===== src/rtl/comparador_maxmin_secuencial.sv =====
// Frame-based signed max/min finder: one shared signed comparator checks each
// sample first against the running maximum, then against the running minimum.
module comparador_maxmin_secuencial #(
  parameter  int N_DATOS = 8,
  parameter  int ANCHO   = 8,
  localparam int IDX_W   = (N_DATOS > 2) ? $clog2(N_DATOS) : 1
) (
  input  logic                    clk,
  input  logic                    rst_n,
  input  logic                    abortar,
  input  logic signed [ANCHO-1:0] dato,
  input  logic                    dato_valido,
  output logic                    dato_listo,
  output logic                    res_valido,
  input  logic                    res_listo,
  output logic signed [ANCHO-1:0] maximo,
  output logic signed [ANCHO-1:0] minimo,
  output logic [IDX_W-1:0]        idx_max,
  output logic [IDX_W-1:0]        idx_min
);

  typedef enum logic [1:0] {
    ACEPTA    = 2'd0,
    CMP_MAX   = 2'd1,
    CMP_MIN   = 2'd2,
    RESULTADO = 2'd3
  } estado_t;

  localparam logic [IDX_W-1:0] ULTIMO = IDX_W'(N_DATOS - 1);

  estado_t estado_q, estado_d;

  logic [IDX_W-1:0]        cnt_q, cnt_d;
  logic signed [ANCHO-1:0] muestra_q, muestra_d;
  logic signed [ANCHO-1:0] maximo_q, maximo_d;
  logic signed [ANCHO-1:0] minimo_q, minimo_d;
  logic [IDX_W-1:0]        idx_max_q, idx_max_d;
  logic [IDX_W-1:0]        idx_min_q, idx_min_d;
  // Holds dato_listo low until the first edge after reset release.
  logic                    listo_en_q, listo_en_d;

  logic signed [ANCHO-1:0] cmp_a, cmp_b;
  logic                    cmp_igual, cmp_mayor, cmp_menor;
  logic                    acepta_dato;

  // Single shared signed comparator; operand b follows the FSM phase.
  always_comb begin
    cmp_a     = muestra_q;
    cmp_b     = (estado_q == CMP_MIN) ? minimo_q : maximo_q;
    cmp_igual = (cmp_a == cmp_b);
    cmp_mayor = (cmp_a > cmp_b);
    cmp_menor = (cmp_a < cmp_b);
  end

  assign acepta_dato = dato_valido && dato_listo && !abortar;

  // State register
  always_ff @(posedge clk or negedge rst_n) begin
    if (!rst_n) begin
      estado_q <= ACEPTA;
    end else begin
      estado_q <= estado_d;
    end
  end

  // Next-state logic
  always_comb begin
    estado_d = estado_q;
    case (estado_q)
      ACEPTA: begin
        if (acepta_dato && (cnt_q != '0)) begin
          estado_d = CMP_MAX;
        end
      end
      CMP_MAX: estado_d = CMP_MIN;
      CMP_MIN: estado_d = (cnt_q == ULTIMO) ? RESULTADO : ACEPTA;
      RESULTADO: begin
        if (res_listo) begin
          estado_d = ACEPTA;
        end
      end
      default: estado_d = ACEPTA;
    endcase
    if (abortar) begin
      estado_d = ACEPTA;
    end
  end

  // Output logic: both handshake outputs come from registers only.
  always_comb begin
    dato_listo = listo_en_q && (estado_q == ACEPTA);
    res_valido = (estado_q == RESULTADO);
  end

  // Datapath next values
  always_comb begin
    cnt_d      = cnt_q;
    muestra_d  = muestra_q;
    maximo_d   = maximo_q;
    minimo_d   = minimo_q;
    idx_max_d  = idx_max_q;
    idx_min_d  = idx_min_q;
    listo_en_d = 1'b1;
    case (estado_q)
      ACEPTA: begin
        if (acepta_dato) begin
          muestra_d = dato;
          if (cnt_q == '0) begin
            maximo_d  = dato;
            minimo_d  = dato;
            idx_max_d = '0;
            idx_min_d = '0;
            cnt_d     = IDX_W'(1);
          end
        end
      end
      CMP_MAX: begin
        // Strict compare keeps the earliest index on ties.
        if (cmp_mayor && !cmp_igual) begin
          maximo_d  = muestra_q;
          idx_max_d = cnt_q;
        end
      end
      CMP_MIN: begin
        if (cmp_menor && !cmp_igual) begin
          minimo_d  = muestra_q;
          idx_min_d = cnt_q;
        end
        if (cnt_q != ULTIMO) begin
          cnt_d = cnt_q + IDX_W'(1);
        end
      end
      RESULTADO: begin
        if (res_listo) begin
          cnt_d = '0;
        end
      end
      default: cnt_d = '0;
    endcase
    if (abortar) begin
      cnt_d = '0;
    end
  end

  always_ff @(posedge clk or negedge rst_n) begin
    if (!rst_n) begin
      cnt_q      <= '0;
      muestra_q  <= '0;
      maximo_q   <= '0;
      minimo_q   <= '0;
      idx_max_q  <= '0;
      idx_min_q  <= '0;
      listo_en_q <= 1'b0;
    end else begin
      cnt_q      <= cnt_d;
      muestra_q  <= muestra_d;
      maximo_q   <= maximo_d;
      minimo_q   <= minimo_d;
      idx_max_q  <= idx_max_d;
      idx_min_q  <= idx_min_d;
      listo_en_q <= listo_en_d;
    end
  end

  assign maximo  = maximo_q;
  assign minimo  = minimo_q;
  assign idx_max = idx_max_q;
  assign idx_min = idx_min_q;

endmodule


===== config.mk =====
export PLATFORM = sky130hd
export DESIGN_NAME = comparador_maxmin_secuencial
export DESIGN_NICKNAME = d
export VERILOG_FILES = /design/src/rtl/comparador_maxmin_secuencial.sv
export SDC_FILE = /design/constraint.sdc
export NUM_CORES = 1
export LEC_CHECK = 0
export BUFFER_PORTS_ARGS = -buffer_cell sky130_fd_sc_hd__buf_2
export CELL_PAD_IN_SITES_DETAIL_PLACEMENT = 1
export CELL_PAD_IN_SITES_GLOBAL_PLACEMENT = 1
export CORE_MARGIN = 2
export CORE_UTILIZATION = 47
export CTS_CLUSTER_DIAMETER = 50
export DETAILED_ROUTE_END_ITERATION = 8
export PLACE_DENSITY = 0.9
export SLEW_MARGIN = 20
export SYNTH_ARGS = -nofsm -noshare
export SYNTH_HDL_FRONTEND = slang
export SYNTH_SLANG_ARGS = --single-unit

===== constraint.sdc =====
create_clock -name clk -period 5.4 [get_ports clk]
set_input_delay 0.27 -clock clk [delete_from_list [all_inputs] [get_ports clk]]
set_output_delay 0.27 -clock clk [all_outputs]
set_load 0.005 [all_outputs]

# == Yosys cells after proc, flatten, opt, wreduce, memory -nomap -nowiden ==
# Cells that the tools add are included.
# totals
ff_bits,36
elab_cells,69
# classes
addsub,1
n_lt_le_gt_ge,2
eq_ne,15
n_mux,24
reduce_logical,19
# ops
cell,n
two-way mux 8 bit,5
case mux 8 bit (2 select lines),2
two-way mux 3 bit,9
case mux 3 bit (2 select lines),2
inequality test 3 x 2 -> 1 bit (second input constant),3
inequality test 3 bit (second input constant),3
case mux 3 bit (3 select lines),1
equality test 8 bit,1
> comparator 8 bit,1
less-than comparator 8 bit,1
two-way mux 2 bit,4
case mux 2 bit (4 select lines),1
AND reduction 4 bit,2
logical AND 1 bit,6
AND reduction 5 bit,1
equality test 2 bit (second input constant),2
inequality test 2 x 1 -> 1 bit (second input constant),2
inequality test 2 bit (second input constant),2
AND reduction 2 bit,2
nonzero test 2 bit,2
nonzero test 4 bit,1
adder 3 x 1 -> 3 bit (second input constant),1
equality test 3 bit (second input constant),1
zero test 3 bit,1
4 further kinds,5

# == Depth between registers and ports, before layout ==
# Gate-level depths: netlist of run 1.
# logic_depth
depth_word,8
depth_mapped,12

# == Worst setup path before layout of run 1 ==
# Ideal clock, no wire load.
# synth_path
kind,register to register
startpoint,register estado_q[0]
endpoint,register minimo_q[0] (netlist: minimo[0])
setup_ps,125
arrival_ps,3050
required_time_ps,5275
setup_slack_ps,2226
stages_incl_launch_ff,13
path_buffers,4
synth_period_minus_slack_ps,3174
cell_sequence,dfrtp_1 -> buf_4 -> nor2b_1 -> clkbuf_1 -> buf_2 -> buf_2 -> mux2i_1 -> ha_1 -> nand4_1 -> a21oi_1 -> a311o_2 -> o211ai_4 -> mux2_2
# synth_between
elab_chain_len,7
word_cells_on_any_way,16
cone_classes,1 x order compare; 5 x eq/ne; 2 x mux; 8 x reduce/logical
# synth_lines
item,line_no,rtl
start: declaration,31,"estado_t estado_q, estado_d;"
start signal: assignment,62,estado_q <= estado_d;
"parallel branches: the longest is 7 deep, another holds less-than comparator 8 bit",n/a,
end signal: assignment,158,minimo_q <= minimo_d;
end: declaration,36,"logic signed [ANCHO-1:0] minimo_q, minimo_d;"
# Several ways; the timed one is not identified.
# A chain may end at the register's enable or synchronous reset.

# == Worst setup path in the final report of run 1 ==
# layout_path
startpoint,register estado_q[1]
endpoint,register maximo_q[3] (netlist: maximo[3])
# layout_between
elab_chain_len,7
word_cells_on_any_way,17
cone_classes,1 x order compare; 6 x eq/ne; 2 x mux; 8 x reduce/logical
# layout_lines
item,line_no,rtl
"parallel branches: the longest is 7 deep, another holds > comparator 8 bit",n/a,
end signal: assignment,157,maximo_q <= maximo_d;
end: declaration,35,"logic signed [ANCHO-1:0] maximo_q, maximo_d;"
# Several ways; the timed one is not identified.

==> out/results.ini, run 1 <==
[drt]
vias=1464
drc=0
drtAntennaViolNets=0
drt_pass1_iterations=4
drt_iter0_drc=46
vias_per_cell=5.55
avgRoutedWirePerCell_microns=18.0
totalWireLength_microns=4750

[timing]
clock.fmax_mhz=269
drv_slew=0
hold_viol_final=0
setup_viol_count_final=0
period_share_pct=68.8
min_period_ns=3.72
maxSlewHeadroom_pct=33.5
layout_setup_ws_ns=1.68
fin_setup_tns_ns=0
worstMarginPinSlew_ns=0.996
skew_ns=0.00330
grt_setup_unrepaired=no

[layout]
finalInstanceArea_sq_um=2390
fill_cells=482
final_nets=238
drive_above_1_share_pct=42.9
antenna_cells=0
synthToLayoutAreaGrowth_pct=14.1
final_cells=264

[clock_tree]
post_cts_resized=0
cts_inserted_buffers=5
root_buffer=clkbuf_8
cts_tree=built
post_cts_buffers=0
h-tree-depth=2
clk_latency_ns=0.29
cts_max_path_buffers=2
holdBufCountCts=0
clkTransAtPathRegs_ns=0.07
cts.sinks=36

[grt]
grt_max_degree=37
grt_pass1_wl_microns=8020
grt_pass1_vias=1621
grtUsageTotal_pct=20.5
overflow=0
antenna_found_initial=0

[min_path]
hold_path_class=input pin to asynchronous set/reset pin

[floorplanning]
initial_utilization_pct=48.4
die_w_microns=70.7
num_io_pins=37
std_cell_rows=24
dieArea_sq_um=5000
core_sq_um=4320
dieHeight_microns=70.7

[worst_setup_path]
r2r-start=estado_q[1]
reg2regPathDepth=8
critPathMaxFanout=17
r2r_setup_slack_ns=1.68
crit_arrival_ns=3.89
worst-setup-path-type=flip-flop to flip-flop
required_ns=5.57
critPathLaunchType=flip-flop
worstReg2RegEnd=maximo[3]
end_kind=flip-flop

[pwr]
ir_drop_uv=179
p_leak_nw=1.08
power_density_nw_per_um2=395

[synthesis]
async_flop_share_pct=100
yosysSeqAreaShare_pct=43.0
yosysMostFrequentCell=mux2_2
synth_top_area_cell=dfrtp_1
yosys.area.top_type_share_pct=43.0
yosys_warnings=0
synthCells=176
syn_nets=200
ys.flop_type=dfrtp_1
synth_cell_types=35
avgSynthCellArea_sq_um=11.9
ys_top_cells_by_area=dfrtp_1 43%, mux2_2 22%, mux2i_1 7.7%
synth_seq_cells=36
synth-edff-count=0
yosys-top-cells-count=41 x mux2_2, 36 x dfrtp_1, 17 x nand2_1
netlist_area_sq_um=2090

[placement]
dp_slack_ns=1.68
gp_congestion=0.756
hpwl_microns=3500
dpl_cell_area_sq_um=2320
numPortBuffers=36
place_inst=259

[run_status]
outcome=finished, final reports clean

[flow_run]
maxCapViolCount=0

==> flip-flops by register name, summed over array words and instances, names as in the netlist <==
register / count
cmp_a: 8
cnt_q: 3
estado_q: 2
idx_max: 3
idx_min: 3
listo_en_q: 1
maximo: 8
minimo: 8
==> where the power goes <==
group	switching, W	internal [W]
Clock	0.0000886	0.0000831
Combinational	0.000166	0.000187
Sequential	0.0000695	0.000349
==> stage by stage <==
stage          total power, W  hold slack [ns]  util (%)
4_1_cts              0.000956           0.0962      55.2
6_report             0.000943           0.0554      55.2
2_1_floorplan        0.000634          -0.0256         -
3_5_place_dp         0.000779            0.408      53.6
3_3_place_gp         0.000755            0.412      53.6
5_1_grt               0.00101            0.118      55.2
==> cells in the final DEF, fill, tap and decap left out, types with 4 or more instances in the layout <==
cell type / count
mux2_2: 41
a21oi_1: 4
clkbuf_8: 5
buf_2: 36
nand2_1: 17
dfrtp_1: 36
o21ai_0: 6
inv_1: 6
nor2_1: 4
mux2i_1: 16
ha_1: 11
==> cell type report <==
type | count | area [sq um] | share of cell area [%]
clock buffers | 5 | 68.8 | 2.88
multi-input cells | 127 | 1140 | 47.6
well taps | 52 | 65.1 | 2.72
repair buffers | 38 | 195 | 8.17
flip-flops and latches | 36 | 901 | 37.7
inverters | 6 | 22.5 | 0.943
==> routing by layer <==
metal | share of wire (%) | global-route usage (%) | up-vias | routed length [microns]
met5 | 0 | 0 | - | 0
met3 | 3.9 | 5.27 | 8 | 184
met2 | 55 | 39.9 | 31 | 2590
met1 | 41 | 22.2 | 729 | 1920
li1 | - | - | 696 | -
met4 | 0.97 | 4.19 | 0 | 46
==> kinds of logic (layout without fill, tap and decap cells) <==
family | count (synthesis) | after routing | synth area share (%)
multiplexers | 58 | 58 | 30.8
adder cells (fa/ha/maj) | 11 | 11 | 6.57
AO/OA/AOI/OAI | 18 | 18 | 6.81
buffers and inverters | 13 | 49 | 2.81
flip-flops | 36 | 36 | 43.0
other | 1 | 1 | 0.179
AND/OR/NAND/NOR | 39 | 39 | 9.80
==> critical path, cell delays in order (launching register included) <==
cell and delay [ns]:
dfrtp_1 0.57, nor2b_2 0.82, mux2_2 0.41, ha_1 0.27, nand4_1 0.10, o21ai_0 0.37
o21ai_0 0.26, mux2i_4 0.41, mux2_2 0.39
==> worst max-delay path by stage <==
stage | start | slack, ns | endpoint | cells after the start
finish | estado_q[1] | 1.68 | maximo[3] | 8
global route | estado_q[1] | 1.43 | maximo[4] | 8
CTS | estado_q[1] | 1.66 | maximo[3] | 8
detailed placement | estado_q[1] | 1.68 | maximo[4] | 8
global placement | estado_q[1] | 1.82 | maximo[0] | 8
floorplan | estado_q[0] | 2.23 | minimo[0] | 12
Power figures use the tool's default switching activity.
==> run 2, diff against run 1 <==
--- a/config.mk
+++ b/config.mk
@@ -9,10 +9,10 @@
 export CELL_PAD_IN_SITES_DETAIL_PLACEMENT = 1
 export CELL_PAD_IN_SITES_GLOBAL_PLACEMENT = 1
 export CORE_MARGIN = 2
-export CORE_UTILIZATION = 47
+export CORE_UTILIZATION = 40
 export CTS_CLUSTER_DIAMETER = 50
 export DETAILED_ROUTE_END_ITERATION = 8
-export PLACE_DENSITY = 0.9
+export PLACE_DENSITY = 0.82
 export SLEW_MARGIN = 20
 export SYNTH_ARGS = -nofsm -noshare
 export SYNTH_HDL_FRONTEND = slang
==> constraint.sdc (replaced) <==
create_clock -name clk -period 3.4 [get_ports clk]
set_input_delay 0.17 -clock clk [delete_from_list [all_inputs] [get_ports clk]]
set_output_delay 0.17 -clock clk [all_outputs]
set_load 0.005 [all_outputs]
==> out/results.ini, run 2 (synthesis results as in run 1) <==
[worst_setup_path]
r2r_setup_slack_ns=0.40  ; -1.28 ns
critPathMaxFanout=11  ; -6
critical_path.slowest_cell=o21ai_0
crit_arrival_ns=3.18  ; -0.71 ns
crit_chain=nor2b_2, buf_4, mux2i_1, ha_1, nand4_1, o21ai_0, o21ai_0, mux2i_4, mux2_2
crit_top_cell=o21ai_0
end_kind=flip-flop
endpoint=maximo[3]
reg2regPathDepth=9  ; +1
crit_path_max_incr_delay_ns=0.41  ; -0.41 ns
worstReg2RegEnd=maximo[3]
required_ns=3.58  ; -1.99 ns
critPathLaunchType=flip-flop
worst-setup-path-type=flip-flop to flip-flop
cp-startpoint=estado_q[0]
r2r-start=estado_q[0]

[floorplanning]
std_cell_rows=26  ; +8.3%
num_io_pins=37  ; unchanged
die_w_microns=76.3  ; +7.9%
core_sq_um=5070  ; +17%
dieArea_sq_um=5830  ; +16%
dieHeight_microns=76.3  ; +7.9%
initial_utilization_pct=41.2  ; -7.2 points

[clock_tree]
cts.sinks=36  ; unchanged
h-tree-depth=2  ; unchanged
root_buffer=clkbuf_8
clkTransAtPathRegs_ns=0.08  ; about the same
post_cts_resized=0  ; unchanged
cts_tree=built
cts_max_path_buffers=2  ; unchanged
clk_latency_ns=0.30  ; about the same
post_cts_buffers=0  ; unchanged
holdBufCountCts=0  ; unchanged
cts_inserted_buffers=5  ; unchanged

[drt]
vias=1508  ; +3.0%
drc=0  ; unchanged
totalWireLength_microns=4690  ; -1.1%
avgRoutedWirePerCell_microns=16.2  ; -9.7%
vias_per_cell=5.22  ; -5.9%
drtAntennaViolNets=0  ; unchanged
drt_pass1_iterations=2  ; -2
drt_iter0_drc=65  ; +41%

[timing]
period_share_pct=88.3  ; +19 points
hold_viol_final=36  ; +36
maxSlewHeadroom_pct=35.8  ; +2.3 points
setup_viol_count_final=0  ; unchanged
layout_setup_ws_ns=0.399  ; -1.28 ns
fin_setup_tns_ns=0  ; unchanged
whs_ns=-0.0319  ; -0.0873 ns
drv_slew=0  ; unchanged
worstMarginPinSlew_ns=0.962  ; -0.0339 ns
grt_setup_unrepaired=no
min_period_ns=3.00  ; -0.715 ns
clock.fmax_mhz=333  ; +24%
skew_ns=0.0142  ; +0.0109 ns

[grt]
grtUsageTotal_pct=17.3  ; -3.2 points
grt_use_met1_pct=21.3  ; -0.98 points
gr-usage-met2_pct=30.4  ; -9.5 points
grt_pass1_vias=1624  ; +0.19%
overflow=0  ; unchanged
antenna_found_initial=0  ; unchanged
grt_pass1_wl_microns=7980  ; -0.51%
grt_use_met3_pct=3.79  ; -1.5 points
grt.busiest_layer=met2
grt_max_degree=37  ; unchanged

[run_status]
outcome=finished with violations
violations=hold timing

[placement]
dpl_cell_area_sq_um=2370  ; +2.3%
hpwl_microns=3490  ; -0.19%
dp_slack_ns=0.440  ; -1.24 ns
gp_congestion=0.779  ; +3.0%
place_inst=281  ; +8.5%
numPortBuffers=36  ; unchanged

[layout]
finalInstanceArea_sq_um=2480  ; +4.0%
final_cells=289  ; +9.5%
antenna_cells=0  ; unchanged
final_core_util_pct=48.9  ; -6.3 points
final_cell_mix=41 x mux2_2, 36 x dfrtp_1, 36 x buf_2, 17 x nand2_1, 16 x mux2i_1
drive_above_1_share_pct=44.7  ; +1.8 points
final_nets=242  ; +1.7%
synthToLayoutAreaGrowth_pct=18.6
mostFrequentLayoutCell=mux2_2

[min_path]
hold_path_class=input pin to asynchronous set/reset pin

[pwr]
power_density_nw_per_um2=646  ; +64%
p_leak_nw=1.12  ; +3.7%
ir_drop_uv=415  ; +130%

[flow_run]
maxCapViolCount=0  ; unchanged

==> run 2: cell types whose count changed in the layout (fill, tap and decap cells not counted), sizes merged <==
| cell | change |
|---|---|
| buf | +4 |
| bufinv | +1 |
| clkinv | +1 |
| clkinvlp | +1 |
==> run 2: layout make-up <==
type,instances,area [sq um]
clock inverters,3,42.5
repair buffers,42,225
multi-input cells,127,1140
clock buffers,5,68.8
well taps,70,87.6
flip-flops and latches,36,901
inverters,6,22.5
fillers,597,2590
==> run 2: how the worst min path moves through the flow <==
stage	startpoint	end	slack [ns]	cells after the start
after global routing	rst_n	cmp_a[4]	0.03	1
after global placement	rst_n	cmp_a[4]	0.31	1
after CTS	rst_n	cmp_a[4]	0.007	1
final	rst_n	cmp_a[4]	-0.03	1
after detailed placement	rst_n	cmp_a[4]	0.32	1
after floorplan	rst_n	cmp_a[0]	-0.13	0
==> run 2: through the flow <==
step,hold WS (ns),total power [W]
after floorplan,-0.126,0.00101
after global placement,0.310,0.00121
after detailed placement,0.322,0.00124
after CTS,0.00694,0.00162
after global routing,0.0327,0.00172
final,-0.0319,0.00161
==> run 2: report_power, final <==
part,total (W),switching (W),leakage [nW],internal [W]
logic,0.000564,0.000265,0.619,0.000300
registers,0.000658,0.000104,0.445,0.000554
clock network,0.000383,0.000166,0.0541,0.000217
total,0.00161,0.000535,1.12,0.00107
==> run 2: per-layer routing <==
| metal | vias to the layer above | wire length [microns] |
|---|---|---|
| li1 | 713 | - |
| met5 | - | 0 |
| met2 | 24 | 2480 |
| met3 | 5 | 157 |
| met4 | 0 | 43 |
| met1 | 766 | 2010 |
==> run 2: worst max-delay path: cells and delay by family, from the launching register on <==
kind | cells | cell delay (ns)
adders and majority gates | 1 | 0.32
AOI/OAI and AO/OA | 2 | 0.65
buffers and inverters | 1 | 0.24
and+or+nand+nor | 2 | 0.37
muxes | 3 | 0.89
DFF | 1 | 0.40
==> run 3, diff against run 2 <==
--- a/config.mk
+++ b/config.mk
@@ -5,14 +5,15 @@
 export SDC_FILE = /design/constraint.sdc
 export NUM_CORES = 1
 export LEC_CHECK = 0
+export ABC_AREA = 1
 export BUFFER_PORTS_ARGS = -buffer_cell sky130_fd_sc_hd__buf_2
 export CELL_PAD_IN_SITES_DETAIL_PLACEMENT = 1
 export CELL_PAD_IN_SITES_GLOBAL_PLACEMENT = 1
 export CORE_MARGIN = 2
-export CORE_UTILIZATION = 40
+export CORE_UTILIZATION = 36
 export CTS_CLUSTER_DIAMETER = 50
 export DETAILED_ROUTE_END_ITERATION = 8
-export PLACE_DENSITY = 0.82
+export PLACE_DENSITY = 0.8
 export SLEW_MARGIN = 20
 export SYNTH_ARGS = -nofsm -noshare
 export SYNTH_HDL_FRONTEND = slang
==> constraint.sdc (replaced) <==
create_clock -name clk -period 3.4 [get_ports clk]
set_input_delay 0.51 -clock clk [delete_from_list [all_inputs] [get_ports clk]]
set_output_delay 0.51 -clock clk [all_outputs]
set_load 0.005 [all_outputs]
==> out/results.ini, run 3 <==
[worst_setup_path]
worst-setup-path-type=flip-flop to flip-flop
r2r-start=estado_q[1]
crit_path_max_incr_delay_ns=0.42  ; about the same
crit_chain=inv_1, nor2_1, buf_4, mux2i_1, ha_1, a21o_1, nor2_1, nand2_1, nand2_1, nand3_1, buf_4, nand3_1, nand2_1
cp-startpoint=estado_q[1]
required_ns=3.58  ; about the same
crit_arrival_ns=2.80  ; -0.38 ns
end_kind=flip-flop
endpoint=minimo[5]
critPathLaunchType=flip-flop
crit_top_cell=nand2_1
reg2regPathDepth=13  ; +4
critical_path.slowest_cell=dfrtp_1
path_buf_inv=3  ; +2
crit_family=simple AND/OR/NAND/NOR gates
crit_cells=13  ; +4
r2r_setup_slack_ns=0.78  ; +0.38 ns
worstReg2RegEnd=minimo[5]
critPathMaxFanout=11  ; unchanged

[synthesis]
yosys.area.top_type_share_pct=43.3  ; +0.28 points
syn_nets=291  ; +46%
ys_top_cells_by_area=dfrtp_1 43%, nand2_1 16%, nand3_1 7.0%
yosys-top-cells-count=90 x nand2_1, 36 x dfrtp_1, 29 x nand3_1
netlist_area_sq_um=2080  ; -0.66%
avgSynthCellArea_sq_um=7.79  ; -35%
synthCells=267  ; +52%
synth-edff-count=0  ; unchanged
synth_top_area_cell=dfrtp_1
ys.flop_type=dfrtp_1
synth_cell_types=21  ; -40%
yosysMostFrequentCell=nand2_1
async_flop_share_pct=100  ; unchanged
yosysSeqAreaShare_pct=43.3  ; +0.28 points
yosys_warnings=0  ; unchanged
synth_seq_cells=36  ; unchanged

[placement]
dpl_cell_area_sq_um=2310  ; -2.6%
dp_slack_ns=0.777  ; +0.337 ns
gp_congestion=0.760  ; -2.5%
numPortBuffers=36  ; unchanged
hpwl_microns=3960  ; +13%

[grt]
grt_pass1_vias=2040  ; +26%
overflow=0  ; unchanged
grt_pass1_wl_microns=9260  ; +16%
grtUsageTotal_pct=18.7  ; +1.4 points
antenna_found_initial=0  ; unchanged
grt_max_degree=37  ; unchanged

[layout]
fill_cells=722  ; +21%
drive_above_1_share_pct=18.5  ; -26 points
final_core_util_pct=43.4  ; -5.6 points
antenna_cells=0  ; unchanged
finalInstanceArea_sq_um=2400  ; -3.3%
synthToLayoutAreaGrowth_pct=15.5
multi_input_area_sq_um=1030  ; -9.7%
regArea_sq_um=901  ; unchanged
final_cell_mix=90 x nand2_1, 36 x dfrtp_1, 36 x buf_2, 29 x nand3_1, 27 x o21ai_0
final_nets=326  ; +35%
mostFrequentLayoutCell=nand2_1

[floorplanning]
die_w_microns=80  ; +4.8%
initial_utilization_pct=37.5  ; -3.7 points
std_cell_rows=27  ; +3.8%
num_io_pins=37  ; unchanged
dieHeight_microns=80  ; +4.8%
core_sq_um=5540  ; +9.2%
dieArea_sq_um=6400  ; +9.8%

[drt]
drt_iter0_drc=79  ; +22%
vias=1898  ; +26%
drt_pass1_iterations=4  ; +2
drtAntennaViolNets=0  ; unchanged
totalWireLength_microns=5650  ; +20%
drc=0  ; unchanged
avgRoutedWirePerCell_microns=15.1  ; -7.2%
vias_per_cell=5.06  ; -3.0%

[clock_tree]
post_cts_buffers=0  ; unchanged
root_buffer=clkbuf_8
h-tree-depth=2  ; unchanged
cts_tree=built
holdBufCountCts=0  ; unchanged
clkTransAtPathRegs_ns=0.08  ; about the same
post_cts_resized=0  ; unchanged
clk_latency_ns=0.29  ; about the same
cts.sinks=36  ; unchanged
cts_max_path_buffers=2  ; unchanged
cts_inserted_buffers=5  ; unchanged

[pwr]
ir_drop_uv=255  ; -38%
p_leak_nw=1.31  ; +17%
power_density_nw_per_um2=727  ; +13%

[timing]
hold_viol_final=0  ; -100%
period_share_pct=77.1  ; -11 points
setup_viol_count_final=0  ; unchanged
drv_slew=0  ; unchanged
clock.fmax_mhz=381  ; +14%
min_period_ns=2.62  ; -0.379 ns
fin_setup_tns_ns=0  ; unchanged
skew_ns=0.00586  ; -0.00831 ns
maxSlewHeadroom_pct=43.8  ; +8.1 points
worstMarginPinSlew_ns=0.843  ; -0.119 ns
grt_setup_unrepaired=no
layout_setup_ws_ns=0.778  ; +0.379 ns

[min_path]
hold_path_class=input pin to asynchronous set/reset pin

[flow_run]
maxCapViolCount=0  ; unchanged

[run_status]
outcome=finished, final reports clean

run 3: changes by cell type in the layout (fill, tap and decap cells not counted), moves of 3 or more:
cell | before | now
a21oi_1 | 4 | 7
o21ai_0 | 6 | 27
nor2_1 | 4 | 14
nand3_1 | 2 | 29
inv_1 | 6 | 21
nand2_1 | 17 | 90
nand2_2 | 0 | 3
mux2_2 | 41 | 0
mux2i_1 | 16 | 7
run 3: cells by family after synthesis:
group                      synth area share (%)
and+or+nand+nor                            30.2
AOI/OAI and AO/OA                          8.97
DFF                                        43.3
buffers and inverters                      7.34
adders and majority gates                  6.62
muxes                                      3.37
other                                     0.180
run 3: cell type report:
type	count	area share (%)
clock buffer	6	3.44
sequential	36	37.5
timing repair buffer	40	8.75
clock inverter	2	0.417
inverter	22	3.44
tap	72	3.75
multi-input combinational	197	42.7
run 3: how the worst min path moves through the flow:
stage               start          to  slack (ns)  depth (start not counted)
6_report            rst_n    cmp_a[3]        0.31                          1
2_1_floorplan       rst_n    cmp_a[0]        0.21                          0
4_1_cts             rst_n    cmp_a[3]        0.35                          1
3_5_place_dp   idx_max[1]  idx_max[1]        0.51                          2
5_1_grt             rst_n    cmp_a[3]        0.38                          1
3_3_place_gp   idx_max[1]  idx_max[1]        0.50                          2
run 3: metal layers:
layer | global-route usage, % | part of all wire (%)
met3 | 2.94 | 3.3
met5 | 0 | 0
met2 | 34.5 | 50
met1 | 21.6 | 46
met4 | 6.44 | 1.1
run 3: stage by stage:
stage / hold slack (ns) / std cells / power, W
after floorplan: 0.214 / 267 / 0.00117
after global placement: 0.496 / 367 / 0.00140
after detailed placement: 0.511 / 367 / 0.00144
after CTS: 0.353 / 375 / 0.00177
after global routing: 0.378 / 375 / 0.00191
final: 0.312 / 375 / 0.00175
run 3: worst reg2reg max path, delay by kind of cell, from the launching register on:
family | cells | cell delay [ns]
AOI/OAI and AO/OA | 1 | 0.19
adders and majority gates | 1 | 0.30
buffers and inverters | 3 | 0.56
DFF | 1 | 0.42
muxes | 1 | 0.21
and+or+nand+nor | 7 | 0.84
run 3: power breakdown:
part           leakage, nW  internal, W  switching, W
clock               0.0510     0.000162      0.000167
sequential           0.455     0.000568      0.000113
combinational        0.802     0.000299      0.000437
total                 1.31      0.00103      0.000718
